<file path="src/rtl/rom_arb_pkg.sv">
// rom_arb_pkg: shared types and constants for the ROM arbiter.
//   rom_arb_state_t : arbiter FSM state (IDLE, RESP)
//   NUM_PORTS       : number of requesters sharing the ROM
//   PORT_FETCH      : index of the instruction-fetch port
//   PORT_LOAD       : index of the data-load port
package rom_arb_pkg;

    typedef enum logic {
        IDLE = 1'b0,
        RESP = 1'b1
    } rom_arb_state_t;

    localparam int NUM_PORTS  = 2;
    localparam int PORT_FETCH = 0;
    localparam int PORT_LOAD  = 1;

endpackage

</file>
<file path="src/rtl/rom_arb_grant.sv">
// rom_arb_grant: picks which requester may fire this cycle.
// Build option: ROM_ARB_ROUND_ROBIN_EN selects round-robin on contention;
// without it port 0 (fetch) always wins.
// Ports:
//   clk, rst    : clock and synchronous active-high reset (used only by the
//                 round-robin priority flop)
//   req_valid   : per-port request valid
//   can_accept  : the arbiter can take a new request this cycle
//   grant       : one-hot grant, zero when nothing may fire
module rom_arb_grant
    import rom_arb_pkg::*;
(
    input  logic                 clk,
    input  logic                 rst,
    input  logic [NUM_PORTS-1:0] req_valid,
    input  logic                 can_accept,
    output logic [NUM_PORTS-1:0] grant
);

`ifdef ROM_ARB_ROUND_ROBIN_EN
    // prio holds the port that wins the next contention, i.e. the port that
    // was not granted last. Resetting it to 0 lets fetch win first.
    logic prio;

    always_ff @(posedge clk) begin
        if (rst) begin
            prio <= 1'b0;
        end else if (grant != '0) begin
            prio <= grant[PORT_FETCH];
        end
    end

    always_comb begin
        grant = '0;
        if (can_accept) begin
            case (req_valid)
                2'b01:   grant = 2'b01;
                2'b10:   grant = 2'b10;
                2'b11:   grant = prio ? 2'b10 : 2'b01;
                default: grant = '0;
            endcase
        end
    end
`else
    logic unused_rr;
    assign unused_rr = &{1'b0, clk, rst};

    always_comb begin
        grant = '0;
        if (can_accept) begin
            if (req_valid[PORT_FETCH]) begin
                grant[PORT_FETCH] = 1'b1;
            end else if (req_valid[PORT_LOAD]) begin
                grant[PORT_LOAD] = 1'b1;
            end
        end
    end
`endif

endmodule

</file>
<file path="src/rtl/rom_arbiter.sv">
// rom_arbiter: shares one combinational instruction ROM between the fetch
// port (0) and the load port (1). A request is accepted, the ROM is read in
// the same cycle, and the registered word is held as a response until the
// owning port takes it.
// Build option: ROM_ARB_ROUND_ROBIN_EN (see rom_arb_grant).
// Handshake: a transfer happens on a port in a cycle where both valid and
// ready are high; a valid source keeps its payload stable until then.
// Ports:
//   clk, rst             : clock, synchronous active-high reset
//   req_valid/req_ready  : per-port request handshake
//   req_addr0/req_addr1  : byte address of port 0 / port 1
//   resp_valid/resp_ready: per-port response handshake (one valid at a time)
//   resp_data, resp_err  : registered ROM word and error flag
//   rom_addr, rom_dout   : word address to / read data from the ROM
//   dbg_state            : current FSM state (0 IDLE, 1 RESP)
module rom_arbiter
    import rom_arb_pkg::*;
#(
    parameter int MEM_WIDTH = 32,
    parameter int MEM_DEPTH = 64
) (
    input  logic                               clk,
    input  logic                               rst,
    input  logic [1:0]                         req_valid,
    input  logic [31:0]                        req_addr0,
    input  logic [31:0]                        req_addr1,
    output logic [1:0]                         req_ready,
    output logic [1:0]                         resp_valid,
    input  logic [1:0]                         resp_ready,
    output logic [MEM_WIDTH-1:0]               resp_data,
    output logic                               resp_err,
    output logic [$clog2(MEM_DEPTH)-1:0]       rom_addr,
    input  logic [MEM_WIDTH-1:0]               rom_dout,
    output logic                               dbg_state
);

    localparam int ROM_ADDR_WIDTH = $clog2(MEM_DEPTH);

    rom_arb_state_t              state_q, state_d;
    logic                        owner_q;
    logic [MEM_WIDTH-1:0]        data_q;
    logic                        err_q;
    logic [ROM_ADDR_WIDTH-1:0]   rom_addr_q;

    logic                        resp_fire;
    logic                        can_accept;
    logic [NUM_PORTS-1:0]        grant;
    logic                        req_fire;
    logic                        fire_port;
    logic [31:0]                 sel_addr;
    logic                        sel_err;

    // A new request can slot in while the pending response leaves, which
    // is what allows one word per cycle.
    assign resp_fire  = (state_q == RESP) && resp_ready[owner_q];
    assign can_accept = !rst && ((state_q == IDLE) || resp_fire);

    rom_arb_grant u_grant (
        .clk        (clk),
        .rst        (rst),
        .req_valid  (req_valid),
        .can_accept (can_accept),
        .grant      (grant)
    );

    assign req_ready = grant;
    assign req_fire  = grant != '0;
    assign fire_port = grant[PORT_LOAD];
    assign sel_addr  = fire_port ? req_addr1 : req_addr0;
    assign sel_err   = (sel_addr[1:0] != 2'b00) || (sel_addr[31:2] >= 30'(MEM_DEPTH));

    // The ROM is combinational, so the firing address goes straight out;
    // otherwise the last address is held.
    always_comb begin
        rom_addr = rom_addr_q;
        if (rst) begin
            rom_addr = '0;
        end else if (req_fire) begin
            rom_addr = sel_addr[ROM_ADDR_WIDTH+1:2];
        end
    end

    always_comb begin
        state_d = state_q;
        if (req_fire) begin
            state_d = RESP;
        end else if (resp_fire) begin
            state_d = IDLE;
        end
    end

    always_ff @(posedge clk) begin
        if (rst) begin
            state_q <= IDLE;
        end else begin
            state_q <= state_d;
        end
    end

    always_ff @(posedge clk) begin
        if (rst) begin
            owner_q    <= 1'b0;
            data_q     <= '0;
            err_q      <= 1'b0;
            rom_addr_q <= '0;
        end else begin
            rom_addr_q <= rom_addr;
            if (req_fire) begin
                owner_q <= fire_port;
                err_q   <= sel_err;
                data_q  <= sel_err ? '0 : rom_dout;
            end
        end
    end

    always_comb begin
        resp_valid = '0;
        if (state_q == RESP) begin
            resp_valid[owner_q] = 1'b1;
        end
    end

    assign resp_data = data_q;
    assign resp_err  = err_q;
    assign dbg_state = state_q;

endmodule

</file>
<file path="config.mk">
export PLATFORM = sky130hd
export DESIGN_NAME = rom_arbiter
export DESIGN_NICKNAME = d
export VERILOG_FILES = /design/src/rtl/rom_arb_pkg.sv /design/src/rtl/rom_arb_grant.sv /design/src/rtl/rom_arbiter.sv
export SDC_FILE = /design/constraint.sdc
export NUM_CORES = 1
export LEC_CHECK = 0
export CAP_MARGIN = 20
export CORE_MARGIN = 2
export CORE_UTILIZATION = 25
export DETAILED_ROUTE_END_ITERATION = 8
export PLACE_DENSITY_LB_ADDON = 0.15
export SLEW_MARGIN = 20
export SYNTH_ARGS = -nofsm -noshare
export SYNTH_HDL_FRONTEND = slang
export SYNTH_SLANG_ARGS = --single-unit
</file>
<file path="constraint.sdc">
create_clock -name clk -period 2.7 [get_ports clk]
set_clock_uncertainty 0.2 [all_clocks]
set_input_delay 0.54 -clock clk [delete_from_list [all_inputs] [get_ports clk]]
set_output_delay 0.54 -clock clk [all_outputs]
set_load 0.01 [all_outputs]
</file>
# --- Word-level counts from Yosys, hierarchy flattened ---
# Cells that the tools add are included.
classes:
  order_cmp: 3
  n_reduce_logical: 9
  n_mux: 15
  bitwise_logic: 1
op_table:
  columns: ["cell", "n"]
  rows:
  - ["two-way mux 32 bit", 2]
  - ["greater-or-equal comparator 30 x 7 -> 1 bit (second input constant)", 1]
  - ["two-way mux 6 bit", 2]
  - ["two-way mux 1 bit", 8]
  - ["nonzero test 2 bit", 3]
  - ["two-way mux 2 bit", 2]
  - ["logical AND 1 bit", 3]
  - ["logical OR 1 bit", 2]
  - ["< comparator 1 x 2 -> 1 bit (second input constant)", 1]
  - ["demux 1 bit (select 1 bit)", 1]
  - ["greater-or-equal comparator 1 bit (second input constant)", 1]
  - ["zero test 1 bit", 1]
  - ["inverter 1 bit", 1]
totals:
  inputBits: 102
  wordCells: 33
  ff_bits: 41

# --- Logic depth before layout (Yosys ltp) ---
# Gate-level depths: netlist of run 1.
depth:
  depth_word: 10
  depth_mapped: 7
  mapped_depth_nobuf: 6

# --- Cells and area by module ---
# Synthesis of run 1 repeated with hierarchy kept, for this count alone.
hier_totals:
  cells_unflattened: 150
  area_unflattened_um2: 1622.8
modules_own_cells:
  columns: ["module", "cells_per_inst", "area_per_inst_um2", "seq_area_each_um2", "instances"]
  rows:
  - ["rom_arbiter", 148, 1606.5, 820.8, 1]
  - ["rom_arb_grant", 2, 16.3, 0.0, 1]

# --- Worst setup path after synthesis of run 1 ---
# No wires, ideal clock.
synth_path:
  path_type: "input to output"
  from: "in resp_ready[1]"
  to: "out rom_addr[0]"
  t_arrival_ps: 1869
  n_path_buf: 2
  setup_slack_ps: 91
  stages: 5
  required_time_ps: 1960
  path_cell_list: "mux2i_1 > a2111o_1 > clkbuf_1 > clkbuf_1 > a211oi_1"
synth_between:
  elab_chain_cells: 9
  elab_cells_between_ends: 10
synth_rtl:
  columns: ["item", "line", "rtl"]
  rows:
  - ["from (decl)", "rom_arbiter.sv:29", "input logic [1:0] resp_ready,"]
  - ["two-way mux 1 bit (implied by the code) * (2 in series)", "rom_arbiter.sv:55", "assign resp_fire = (state_q == RESP) && resp_ready[owner_q];"]
  - ["logical AND 1 bit *", "rom_arbiter.sv:55", null]
  - ["logical OR 1 bit *", "rom_arbiter.sv:56", "assign can_accept = !rst && ((state_q == IDLE) || resp_fire);"]
  - ["logical AND 1 bit *", "rom_arbiter.sv:56", null]
  - ["two-way mux 2 bit *", "rom_arb_grant.sv:50", "if (can_accept) begin"]
  - ["two-way mux 32 bit / nonzero test 2 bit (equally long branches)", "rom_arbiter.sv:69, rom_arbiter.sv:67", null]
  - ["two-way mux 6 bit *", "rom_arbiter.sv:78", "end else if (req_fire) begin"]
  - ["two-way mux 6 bit *", "rom_arbiter.sv:76", "if (rst) begin"]
  - ["to (decl)", "rom_arbiter.sv:32", "output logic [$clog2(MEM_DEPTH)-1:0] rom_addr,"]
# Mark *: on every way between the ends. The rest lies on a longest branch, timed or not. The select of a mux whose other input is x is not followed.

# --- Worst setup path in the final report of run 1 ---
layout_path:
  from: "in resp_ready[0]"
  to: "out rom_addr[3]"
# Same word-level chain as after synthesis.

==> results.md, run 1 <==
- Setup repair after global routing could not meet its margin everywhere.
- Once placement finished, the instance area stood at 3272 sq um.
- The top-level port count is 146.
- Across the VDD grid, the largest voltage drop is 0.3357 mV.
- The final RePlAce weighted congestion is 0.8020.
- The quantity of I/O buffers inserted on ports is 145.
- The H-tree was split into 2 levels.
- The clock latency of the later-clocked register in the worst-skew pair is 0.28 ns.
- In the final routed layout, each cell accounts on average for 15.43 um.
- The data arrival time of the worst path is 1.92 ns.
- The maximum fanout along the worst path is 5.
- The number of buffers between clock root and the deepest sink is 2.
- Of all flip-flops after synthesis, the portion carrying an async set or reset was 0%.
- Setup violations remaining at the end of the flow were counted as 0.
- Synthesis handed over a netlist of 148 instances.
- The top cell type by area accounts for 51.45% of the synthesized area.
- By area the synthesized netlist is led by sky130_fd_sc_hd__dfxtp_1 (51%), sky130_fd_sc_hd__a22o_1 (18%), sky130_fd_sc_hd__a211oi_1 (6.1%).
- The number of distinct library cells after synthesis is 24.
- The initial antenna violation count was 0.
- The maximum number of pins on one net before global-route repair is 34.
- For the pin with the worst max-slew slack, the measured transition is 0.6158 ns.
- The min-delay analysis places its worst path in the category flip-flop to flip-flop.
- The final wirelength is 6.219 mm.
- The count of maximum capacitance violations is 0.
- The antenna diode instance count is 0.
- The achievable frequency is 375.9 MHz.
- The count of final hold-check violations is 0.
- Setup slack on the critical path of the routed design comes to 0.03940 ns.
- The total power of the final layout is 1543 uW.
- For this configuration, the core starts out at a cell density of 25.41%.
- The endpoint kind of the worst setup timing path is an output pin.
- The number of warning messages in the yosys log is 0.
- Across all register-to-register paths, the minimum setup slack is 0.07 ns.
- The final max-slew violation count was 0.
- The post-DP HPWL is 4.206 mm.
- The CTS tree is done.
- A synthesized cell averages 10.78 sq um.
- The share of power burned in combinational logic is 20.7%.
- The number of hold buffers added after CTS was 0.
- The number of design-rule violations left by the first detailed-router iteration is 32.
- For this run, the post-layout net count is 427.
- The cell total after placement is 378.
- The internal portion of the total power is 1206 uW.
- The most used flip-flop cell after synthesis is sky130_fd_sc_hd__dfxtp_1.
- The power per unit of standard cell area is 421.9 nW/um^2.
- The number of buffers created by CTS is 5.
- For this run, the share of the core covered by cells in the final layout is 58.24%.
- The count of unresolved DRC violations after routing is 0.
- The clock network burns 38.9% of the power.
- The critical path launch point type is a primary input.
- The peak per-stage delay on the critical path is 0.56 ns.
- OpenSTA, run right after detailed placement, puts the worst setup slack at -0.6454 ns.
- The category of the critical setup timing path is primary input to output pin.
- In the layout the commonest cells are sky130_fd_sc_hd__clkdlybuf4s50_1 (132), sky130_fd_sc_hd__dfxtp_1 (40), sky130_fd_sc_hd__a22o_1 (32).
- The largest individual stage delay along the critical path comes from the cell sky130_fd_sc_hd__a2111o_1.
- The fraction of power spent switching nets is 21.84%.
- The count of vias placed by the detailed router is 1,876.
- The area of the placeable core is 6277 sq um.
- Of the synthesized area, sequential elements account for 51.45%.
- The relative area change from synthesis to final layout is 129.2%.
- The biggest area contributor in the post-synthesis netlist is sky130_fd_sc_hd__dfxtp_1.
- Of the total power, registers draw 40.4%.
- Dividing the detail-routed via count by the number of cells gives 4.655.
- After clock tree synthesis, the clock-pin slew on the worst setup and hold paths is 0.09 ns.
- The first global-routing pass estimated 9.163 mm of wire.
- The number of global-route vias before repair is 1,878.
- For the finished layout, the period the worst path requires is 2.661 ns.
- Traced cell by cell, the critical path runs through clkdlybuf4s15_1 -> mux2i_2 -> a2111o_1 -> buf_12 -> a211oi_2 -> buf_2.
- In the global route stage, overall resource usage came out at 16.05%.
- The final critical-path share of the clock period is 98.54%.
- The design area is 3656 sq um.
- Summed over all cells, the static leakage comes to 0.001487 uW.
- From left edge to right edge, the die measures 83.88 um.
- The number of cell rows is 29.
- The fraction of final layout cells with drive strength greater than 1 is 24.23%.
- The floorplan step defined a die boundary enclosing 7036 sq um.
- The library cell used most frequently in the layout, excluding fill and tap cells, is sky130_fd_sc_hd__clkdlybuf4s50_1.
- After synthesis the netlist holds a flip-flop and latch count of 41.
- The TritonCTS sink count is 41.
- Once layout is complete, the cells apart from fillers number 403.
- The residual antenna-violating net count after detailed routing is 0.
- The netlist area before placement is 1595 sq um.
- STA puts the critical path data required time at 1.96 ns.
- The net switching power is 336.9 uW.
- Clock tree synthesis selected as its root buffer the cell sky130_fd_sc_hd__clkbuf_8.
- The post-synthesis net count is 250.
- The relative max-transition margin is 58.61%.
- The global-route congestion overflow total is 0.
- The vertical die dimension is 83.88 um.
- The run finished with clean final reports.
- The number of optimization iterations in the first detailed-route pass is 4.
- Counting flops with a built-in enable in the synthesized netlist gives 0.
-- synth_stat cells (2+ instances only) --
| cell | n |
|---|---|
| sky130_fd_sc_hd__nor2_1 | 12 |
| sky130_fd_sc_hd__buf_2 | 2 |
| sky130_fd_sc_hd__a22o_1 | 32 |
| sky130_fd_sc_hd__nor3_1 | 5 |
| sky130_fd_sc_hd__clkbuf_1 | 5 |
| sky130_fd_sc_hd__mux2i_1 | 7 |
| sky130_fd_sc_hd__a211oi_1 | 13 |
| sky130_fd_sc_hd__dfxtp_1 | 41 |
| sky130_fd_sc_hd__inv_1 | 2 |
| sky130_fd_sc_hd__nand4_1 | 2 |
| sky130_fd_sc_hd__nor3_2 | 3 |
| sky130_fd_sc_hd__nor4_1 | 9 |
| sky130_fd_sc_hd__buf_6 | 3 |
| sky130_fd_sc_hd__nand2_1 | 2 |
-- power by group through the flow --
stage	logic (uW)	registers, uW	clock network [uW]
after floorplan	61.5	634	0
after global placement	279	635	0
after detailed placement	280	635	0
after CTS	305	621	615
after global routing	340	624	642
final	320	623	600
-- kinds of logic (layout without fill, tap and decap cells) --
group                  count (synthesis)  count (layout)  share of synthesized area, %
flip-flops                            41              41                         51.45
buffers and inverters                 15             191                         5.412
multiplexers                           7               7                         4.392
AO/OA/AOI/OAI                         49              51                         26.43
AND/OR/NAND/NOR                       36              36                         12.31
-- worst paths after layout --
| path | startpoint | endpoint | cells after the start |
|---|---|---|---|
| setup / recovery | resp_ready[0] | rom_addr[3] | 6 |
| hold / removal | resp_data[9] | resp_data[9] | 1 |
| setup reg to reg | owner_q | resp_data[4] | 14 |
| hold reg to reg | resp_data[9] | resp_data[9] | 1 |
-- cell type report --
| class | count | area [sq um] |
|---|---|---|
| fill | 537 | 2621 |
| timing repair buffer | 179 | 1744 |
| multi-input combinational | 94 | 839.6 |
| sequential | 41 | 822.0 |
| tap | 77 | 96.34 |
| clock buffer | 5 | 68.82 |
| clock inverter | 3 | 68.82 |
| inverter | 4 | 16.27 |
-- layer usage --
layer	global-route usage (%)	wire, um	share of wire, %	up-vias
met3	4.748	374	6.0	6
met4	3.226	59	0.95	0
met5	0	0	0	-
met1	20.61	2759	44	863
li1	-	-	-	939
met2	26.84	3026	49	68
-- state kept, by name (all words and copies together) (netlist names) --
register,flops
dbg_state,1
owner_q,1
resp_data,32
resp_err,1
rom_addr_q,6
-- critical path, delay by kind of cell --
kind	cells	cell delay (ns)
AOI/OAI and AO/OA	2	0.77
buffers and inverters	3	0.53
muxes	1	0.07
-- repair_timing --
action                                 4_1_cts  5_1_grt
buffers inserted                            12        2
gates resized for setup                     48       20
gates cloned                                 2        2
endpoints found under the hold margin        0        0
pin swaps                                    9        3
setup endpoints to repair                   40       39
-- stage by stage --
step,setup TNS [ns],hold slack (ns)
after floorplan,0,0.2872
after global placement,-12.91,0.2602
after detailed placement,-15.27,0.2623
after CTS,0,0.2881
after global routing,-0.1582,0.3039
final,0,0.2814
Note: power is estimated with default switching activity, not from simulation.
==> run 2: changes to the inputs <==
--- a/config.mk
+++ b/config.mk
@@ -13,4 +13,5 @@
 export SLEW_MARGIN = 20
 export SYNTH_ARGS = -nofsm -noshare
 export SYNTH_HDL_FRONTEND = slang
+export SYNTH_HIERARCHICAL = 1
 export SYNTH_SLANG_ARGS = --single-unit
==> results.md, run 2 <==
- The run finished, with violations left.
- The checks that failed: setup timing.
- In this run, synthesis inferred 0 flip-flops with an integrated enable.
- For this run, the top clock speed supported by timing is 360.2 MHz.
- The number of global-route vias before repair came to 2,109.
- The mean cell area of the mapped netlist is 10.82 sq um.
- The worst vdd rail ir drop is 0.2292 mV.
- In this run the tightest slew margin relative to its limit is 72.59%.
- The die width is 84.57 um.
- The worst setup path is of the flip-flop to output pin kind.
- In the post-synthesis netlist, the biggest area contributors are sky130_fd_sc_hd__dfxtp_1 (51%), sky130_fd_sc_hd__a22o_2 (15%), sky130_fd_sc_hd__nor2_1 (5.1%).
- The maximum fanout along the worst path is 4.
- For this run, the register share of the synthesized area comes to 50.58%.
- For this block, the initial DRC count from the detailed router was 31.
- The final max-slew violation count was 0.
- The data arrival time of the worst path is 2.04 ns.
- The final RePlAce weighted congestion is 0.7792.
- The number of cell rows is 29.
- At the worst endpoint, the required time is 1.96 ns.
- The synthesized instance count is 150.
- The endpoint kind of the worst setup timing path is an output pin.
- The share of total power dissipated in the clock network is 35.4%.
- After clock tree synthesis, the clock-pin slew on the worst setup and hold paths is 0.09 ns.
- The net count of the finished layout is 435.
- The area growth from synthesis to layout is 146.0%.
- Counting tap cells, the placed design contains a total of 371 instances.
- The number of register bits inferred by synthesis is 41.
- Per report_power, the combinational group accounts for 22.6% of the total.
- The via density per instance is 4.686.
- The most used flip-flop cell after synthesis is sky130_fd_sc_hd__dfxtp_1.
- The clock passes through at most 2 buffers.
- The average routed wire per standard cell is 16.68 um.
- The core region is 6314 sq um.
- The most instantiated library cell after synthesis is sky130_fd_sc_hd__dfxtp_1.
- Port buffering added 145 buffers.
- The worst min-delay path category is flip-flop to flip-flop.
- Summed over all layers, the global routing overflow is 0.
- The worst path uses 102.8% of the clock period.
- The number of warning messages in the yosys log is 6.
- Setup violations remaining at the end of the flow were counted as 20.
- After layout, the design draws a total of 1472 uW.
- The analysis attributes to cell leakage a power of 0.001664 uW.
- The number of optimization iterations in the first detailed-route pass is 4.
- The routed design has 6.854 mm of wire.
- Once placement finished, the instance area stood at 3204 sq um.
- The antenna diode instance count is 0.
- In the global route stage, overall resource usage came out at 19.07%.
- Setup repair after global routing could not meet its margin everywhere.
- The initial antenna violation count is 0.
- The count of vias placed by the detailed router is 1,926.
- The cell-internal power is 1131 uW.
- The library cells used most frequently in the layout, excluding fill and tap cells, are sky130_fd_sc_hd__clkdlybuf4s50_1 (133), sky130_fd_sc_hd__dfxtp_1 (40), sky130_fd_sc_hd__a22o_4 (24), sky130_fd_sc_hd__buf_4 (24), sky130_fd_sc_hd__nor2_1 (20).
- The analysis attributes to net switching a power of 340.9 uW.
- The post-DP HPWL is 4.512 mm.
- After routing the design area is 3993 sq um.
- In this run the vertical extent of the chip is 84.57 um.
- The residual antenna-violating net count after detailed routing is 0.
- The routed design could run at a clock period as short as 2.776 ns.
- CTS placed an instance of sky130_fd_sc_hd__clkbuf_8 at the clock tree root.
- The post-synthesis net count is 252.
- The register with the most flip-flops in the layout has 32 of them.
- The first global-routing pass estimated 10.65 mm of wire.
- TritonCTS built the clock tree.
- The die covers 7152 sq um.
- The count of final hold-check violations is 0.
- Counting flops with an async set or reset pin after synthesis yields a share of 0%.
- The library cell used most frequently in the layout, excluding fill and tap cells, is sky130_fd_sc_hd__clkdlybuf4s50_1.
- In this run, CTS created clock tree buffers numbering 5.
- The fraction of power spent switching nets is 23.16%.
- The commonest cells after synthesis are sky130_fd_sc_hd__dfxtp_1 (41), sky130_fd_sc_hd__a22o_2 (25), sky130_fd_sc_hd__nor2_1 (22), sky130_fd_sc_hd__a21oi_1 (8).
- The starting density of the core is 25.70%.
- In this run, flip-flops and latches consume 42.0% of the power.
- Setup slack on the critical path of the routed design comes to -0.07604 ns.
- The count of unresolved DRC violations after routing is 0.
- Leaving out filler cells and counting taps, the final layout contains 411.
- The final hold slack is 0.2833 ns.
- The top cell type by area accounts for 50.58% of the synthesized area.
- The power per unit of standard cell area is 368.6 nW/um^2.
- For the pin with the worst max-slew slack, the measured transition is 0.4074 ns.
- For this design the top-level I/O count stands at 146.
- The tool flagged a number of max-cap violations equal to 0.
- The maximum number of pins on one net before global-route repair is 20.
- Cells fill 63.24% of the core in the end.
- The critical path launch point type is a flip-flop.
- The netlist area before placement is 1623 sq um.
- The post-route netlist has 31.14% of its cells at a drive strength greater than 1.
- The maximum level of the CTS H-tree is 2.
- The clock net in this run drives a total of 41 sinks.
- The number of distinct library cells after synthesis is 22.
- The clock reaches the later pin of the worst-skew pair after 0.29 ns.
- The cell taking the most area after synthesis is sky130_fd_sc_hd__dfxtp_1.
## run 2: changes by cell type after synthesis, sizes merged, moves of 2 or more
cell / change
nor3: -2
nand2: -2
inv: -2
nor4b: +3
buf: -2
a211oi: -12
nor2: +10
clkbuf: +2
a21oi: +7
nand4: +2
## run 2: kinds of logic (layout without fill, tap and decap cells)
logic type / Yosys count / in the layout / share of synthesized area, %
muxes: 7 / 7 / 4.318
and+or+nand+nor: 47 / 47 / 16.27
AOI/OAI and AO/OA: 43 / 43 / 24.21
buffers and inverters: 12 / 196 / 4.626
DFF: 41 / 41 / 50.58
## run 2: metal layers
layer  share of wire [%]  GRT usage (%)  vias to the layer above
met5                   0              0                        -
met4                 1.5          5.772                        0
met3                 8.9          6.981                       10
met2                  52          34.22                       97
met1                  37          20.93                      888
li1                    -              -                      931
## run 2: layout make-up
class | instances | area (sq um)
Inverter | 1 | 3.754
Sequential cell | 41 | 824.5
Tap cell | 77 | 96.34
Fill cell | 526 | 2321
Multi-Input combinational cell | 97 | 1047
Clock inverter | 2 | 37.54
Timing Repair Buffer | 187 | 1901
Clock buffer | 6 | 82.58
## run 2: repair_timing
| item | CTS | global route |
|---|---|---|
| setup endpoints to repair | 40 | 39 |
| buffers inserted | 30 | 2 |
| gates cloned | 4 | 0 |
| resized for setup | 68 | 39 |
| hold buffers | 0 | 0 |
| pin swaps | 13 | 10 |
## run 2: path summary, 6_finish.rpt
| kind | endpoint | startpoint | depth (start not counted) | slack, ns |
|---|---|---|---|---|
| max | rom_addr[2] | owner_q | 10 | -0.08 |
| min | resp_data[30] | resp_data[30] | 1 | 0.28 |
| max reg2reg | resp_data[1] | owner_q | 12 | -0.05 |
| min reg2reg | resp_data[30] | resp_data[30] | 1 | 0.28 |
## run 2: power groups by stage
stage	Combinational (uW)	Sequential, uW	Clock (uW)
6_report	333	618	521
5_1_grt	355	619	563
4_1_cts	310	618	537
3_5_place_dp	257	632	0
3_3_place_gp	256	632	0
2_1_floorplan	59.3	632	0
## run 2: worst max-delay path, cell delays in order, from the launching register on
cell	delay, ns
sky130_fd_sc_hd__dfxtp_4	0.37
sky130_fd_sc_hd__mux2i_4	0.24
sky130_fd_sc_hd__a21oi_2	0.08
sky130_fd_sc_hd__and3b_2	0.25
sky130_fd_sc_hd__buf_12	0.14
sky130_fd_sc_hd__buf_16	0.13
sky130_fd_sc_hd__buf_8	0.12
sky130_fd_sc_hd__buf_6	0.11
sky130_fd_sc_hd__a21oi_4	0.11
sky130_fd_sc_hd__nor2_1	0.05
sky130_fd_sc_hd__buf_2	0.14
## run 2: through the flow
stage | setup slack (ns) | setup TNS [ns]
2_1_floorplan | 0.009396 | 0
3_3_place_gp | -0.5791 | -21.21
3_5_place_dp | -0.5690 | -20.56
4_1_cts | -0.08637 | -0.1831
5_1_grt | -0.1801 | -3.509
6_report | -0.07604 | -0.7155
==> run 3: changes to the inputs <==
--- a/config.mk
+++ b/config.mk
@@ -6,8 +6,8 @@
 export NUM_CORES = 1
 export LEC_CHECK = 0
 export CAP_MARGIN = 20
-export CORE_MARGIN = 2
 export CORE_UTILIZATION = 25
+export CTS_CLUSTER_DIAMETER = 120
 export DETAILED_ROUTE_END_ITERATION = 8
 export PLACE_DENSITY_LB_ADDON = 0.15
 export SLEW_MARGIN = 20
==> results.md, run 3 (synthesis gave the netlist of run 2 again) <==
- The CTS clock-pin slew for the worst setup and hold paths is 0.08 ns.
- In this design, the stage delay of the slowest critical-path cell is 0.35 ns.
- Before antenna repair, the detailed router went through 4 iterations.
- The endpoint kind of the worst setup timing path is an output pin.
- IR analysis of the VDD net gives a maximum drop of 0.2822 mV.
- The area of the die is 6818 sq um.
- Setup repair after global routing could not meet its margin everywhere.
- In this run the number of H-tree levels came out at 2.
- The area growth from synthesis to layout is 132.8%.
- The placed instance area is 3237 sq um.
- Walking the worst path, the cells encountered are mux2i_4 -> a21oi_2 -> and2_4 -> mux2i_2 -> nor2_2 -> a21oi_2 -> nor2_1 -> clkdlybuf4s15_2.
- The average routed wire per standard cell is 15.79 um.
- The CTS tree is done.
- The vertical die dimension is 82.57 um.
- The initial antenna violation count is 0.
- The cell with the most instances on the worst path is sky130_fd_sc_hd__a21oi_2.
- In this run the worst hold path is classified as flip-flop to flip-flop.
- Data on the critical path is required at its endpoint by 1.96 ns.
- The library cell used as clock root buffer is sky130_fd_sc_hd__clkbuf_8.
- The post-route minimum period is 2.716 ns.
- The routed layout has 1,915 vias.
- The final layout contains 443 nets.
- Wires add up to 6.586 mm.
- Across the run, the number of max-cap violations was 0.
- The register with the most flip-flops in the layout has 32 of them.
- At the placement stage, the worst setup path has a slack of -0.6019 ns.
- Across every metal layer, demand over resource in global routing totals 17.71%.
- The number of antenna diodes in the final layout is 0.
- After layout, the worst setup slack is -0.01561 ns.
- The slew at the pin closest to its max-slew limit is 0.3830 ns.
- The checks that failed: setup timing.
- The count of final hold-check violations is 0.
- The run finished, with violations left.
- The library cell used most frequently in the layout, excluding fill and tap cells, is sky130_fd_sc_hd__clkdlybuf4s50_1.
- The achievable frequency is 368.2 MHz.
- The slowest stage of the critical path belongs to the cell sky130_fd_sc_hd__dfxtp_2.
- The clock passes through at most 2 buffers.
- The accumulated negative setup slack is -0.01834 ns.
- The final critical-path share of the clock period is 100.6%.
- The number of global-route vias before repair is 1,824.
- Buffers inserted during clock tree synthesis total 5.
- The first global-routing pass estimated 8.997 mm of wire.
- The starting density of the core is 26.62%.
- The die width is 82.57 um.
- The residual antenna-violating net count after detailed routing is 0.
- Power spread over the standard cell area amounts to 375.2 nW/um^2.
- 146 I/O pins were placed.
- The final max-slew violation count is 0.
- Entering global routing, the biggest net connects 33 pins.
- The global-route congestion overflow total is 0.
- The via density per instance is 4.592.
- The design draws 1418 uW.
- The category of the critical setup timing path is flip-flop to output pin.
- The fraction of final layout cells with drive strength greater than 1 is 34.50%.
- In the routed design, unresolved DRC markers number 0.
- Summed over all nets, the half-perimeter wirelength after detailed placement is 4.358 mm.
- The data arrival time of the worst path is 1.98 ns.
- The number of buffers and inverters on the critical path is 1.
- After floorplanning, the core was sized to cover 6096 sq um.
- Measured against its own limit, the worst slew margin works out to 74.23%.
- Broken down by cell family, the worst path's largest delay share belongs to multiplexers.
- The library cells used most frequently in the layout, excluding fill and tap cells, are sky130_fd_sc_hd__clkdlybuf4s50_1 (133), sky130_fd_sc_hd__dfxtp_1 (40), sky130_fd_sc_hd__buf_4 (39).
- The count of buffers added on input and output ports is 145.
- The final setup violation count is 2.
- The final RePlAce weighted congestion is 0.8132.
- The clock latency of the later-clocked register in the worst-skew pair is 0.29 ns.
- The TritonCTS sink count is 41.
- With fillers left out, the area of the finished cells amounts to 3779 sq um.
- The detailed router finished its first iteration with 54 violations.
- Leaving out filler cells and counting taps, the final layout contains 417.
- The critical path launch point type is a flip-flop.
- The number of cell rows is 28.
- Counting tap cells, the placed design contains a total of 372 instances.
- In this run the worst path has a maximum fanout of 7.
- For this design the static power due to leakage is 0.001523 uW.
[run 3: worst reg2reg max path: stages, from the launching register on]
cell,delay [ns]
sky130_fd_sc_hd__dfxtp_2,0.35
sky130_fd_sc_hd__mux2i_4,0.19
sky130_fd_sc_hd__buf_4,0.13
sky130_fd_sc_hd__buf_4,0.12
sky130_fd_sc_hd__buf_4,0.12
sky130_fd_sc_hd__buf_4,0.12
sky130_fd_sc_hd__buf_4,0.12
sky130_fd_sc_hd__buf_4,0.12
sky130_fd_sc_hd__buf_4,0.12
sky130_fd_sc_hd__buf_4,0.12
sky130_fd_sc_hd__buf_4,0.12
sky130_fd_sc_hd__buf_4,0.12
sky130_fd_sc_hd__buf_4,0.12
sky130_fd_sc_hd__buf_4,0.12
sky130_fd_sc_hd__buf_4,0.12
sky130_fd_sc_hd__a211oi_2,0.20
sky130_fd_sc_hd__nor2_1,0.05
[run 3: through the flow]
| step | util, % | hold slack [ns] |
|---|---|---|
| detailed placement | 53.10 | 0.2648 |
| floorplan | - | 0.3157 |
| CTS | 58.44 | 0.2882 |
| finish | 61.99 | 0.2857 |
| global placement | 53.10 | 0.2635 |
| global route | 61.99 | 0.3027 |
[run 3: final cells by class]
class | instances | area (sq um)
fillers | 536 | 2317
repair buffers | 195 | 1893
multi-input cells | 97 | 860.8
flip-flops and latches | 41 | 822.0
clock buffers | 7 | 96.34
well taps | 75 | 93.84
clock inverters | 1 | 8.758
inverters | 1 | 3.754
[run 3: timing repair]
item                                    4_1_cts  5_1_grt
resized for setup                            34       31
cloned                                        0        3
hold endpoints to repair                      0        0
hold buffers                                  0        0
setup buffers                                27        7
pin swaps                                     5       11
endpoints found under the setup margin       40       39
[run 3: path summary, 6_finish.rpt]
kind	cells after the start	from	slack [ns]	end
worst max-delay path	8	owner_q	-0.02	rom_addr[3]
worst min-delay path	1	resp_data[18]	0.29	resp_data[18]
worst max register to register	16	owner_q	0.02	dbg_state
worst min register to register	1	resp_data[18]	0.29	resp_data[18]
[run 3: report_power, final]
group | internal, uW | switching (uW)
combinational | 231 | 109
clock | 236 | 221
sequential | 613 | 6.66
total | 1080 | 337
[run 3: metal layers]
layer | up-vias | wire length (um) | track usage, %
met2 | 65 | 3344 | 31.24
met5 | - | 0 | 0
met4 | 0 | 49 | 4.310
met1 | 894 | 2747 | 20.68
li1 | 950 | - | -
met3 | 6 | 444 | 5.714
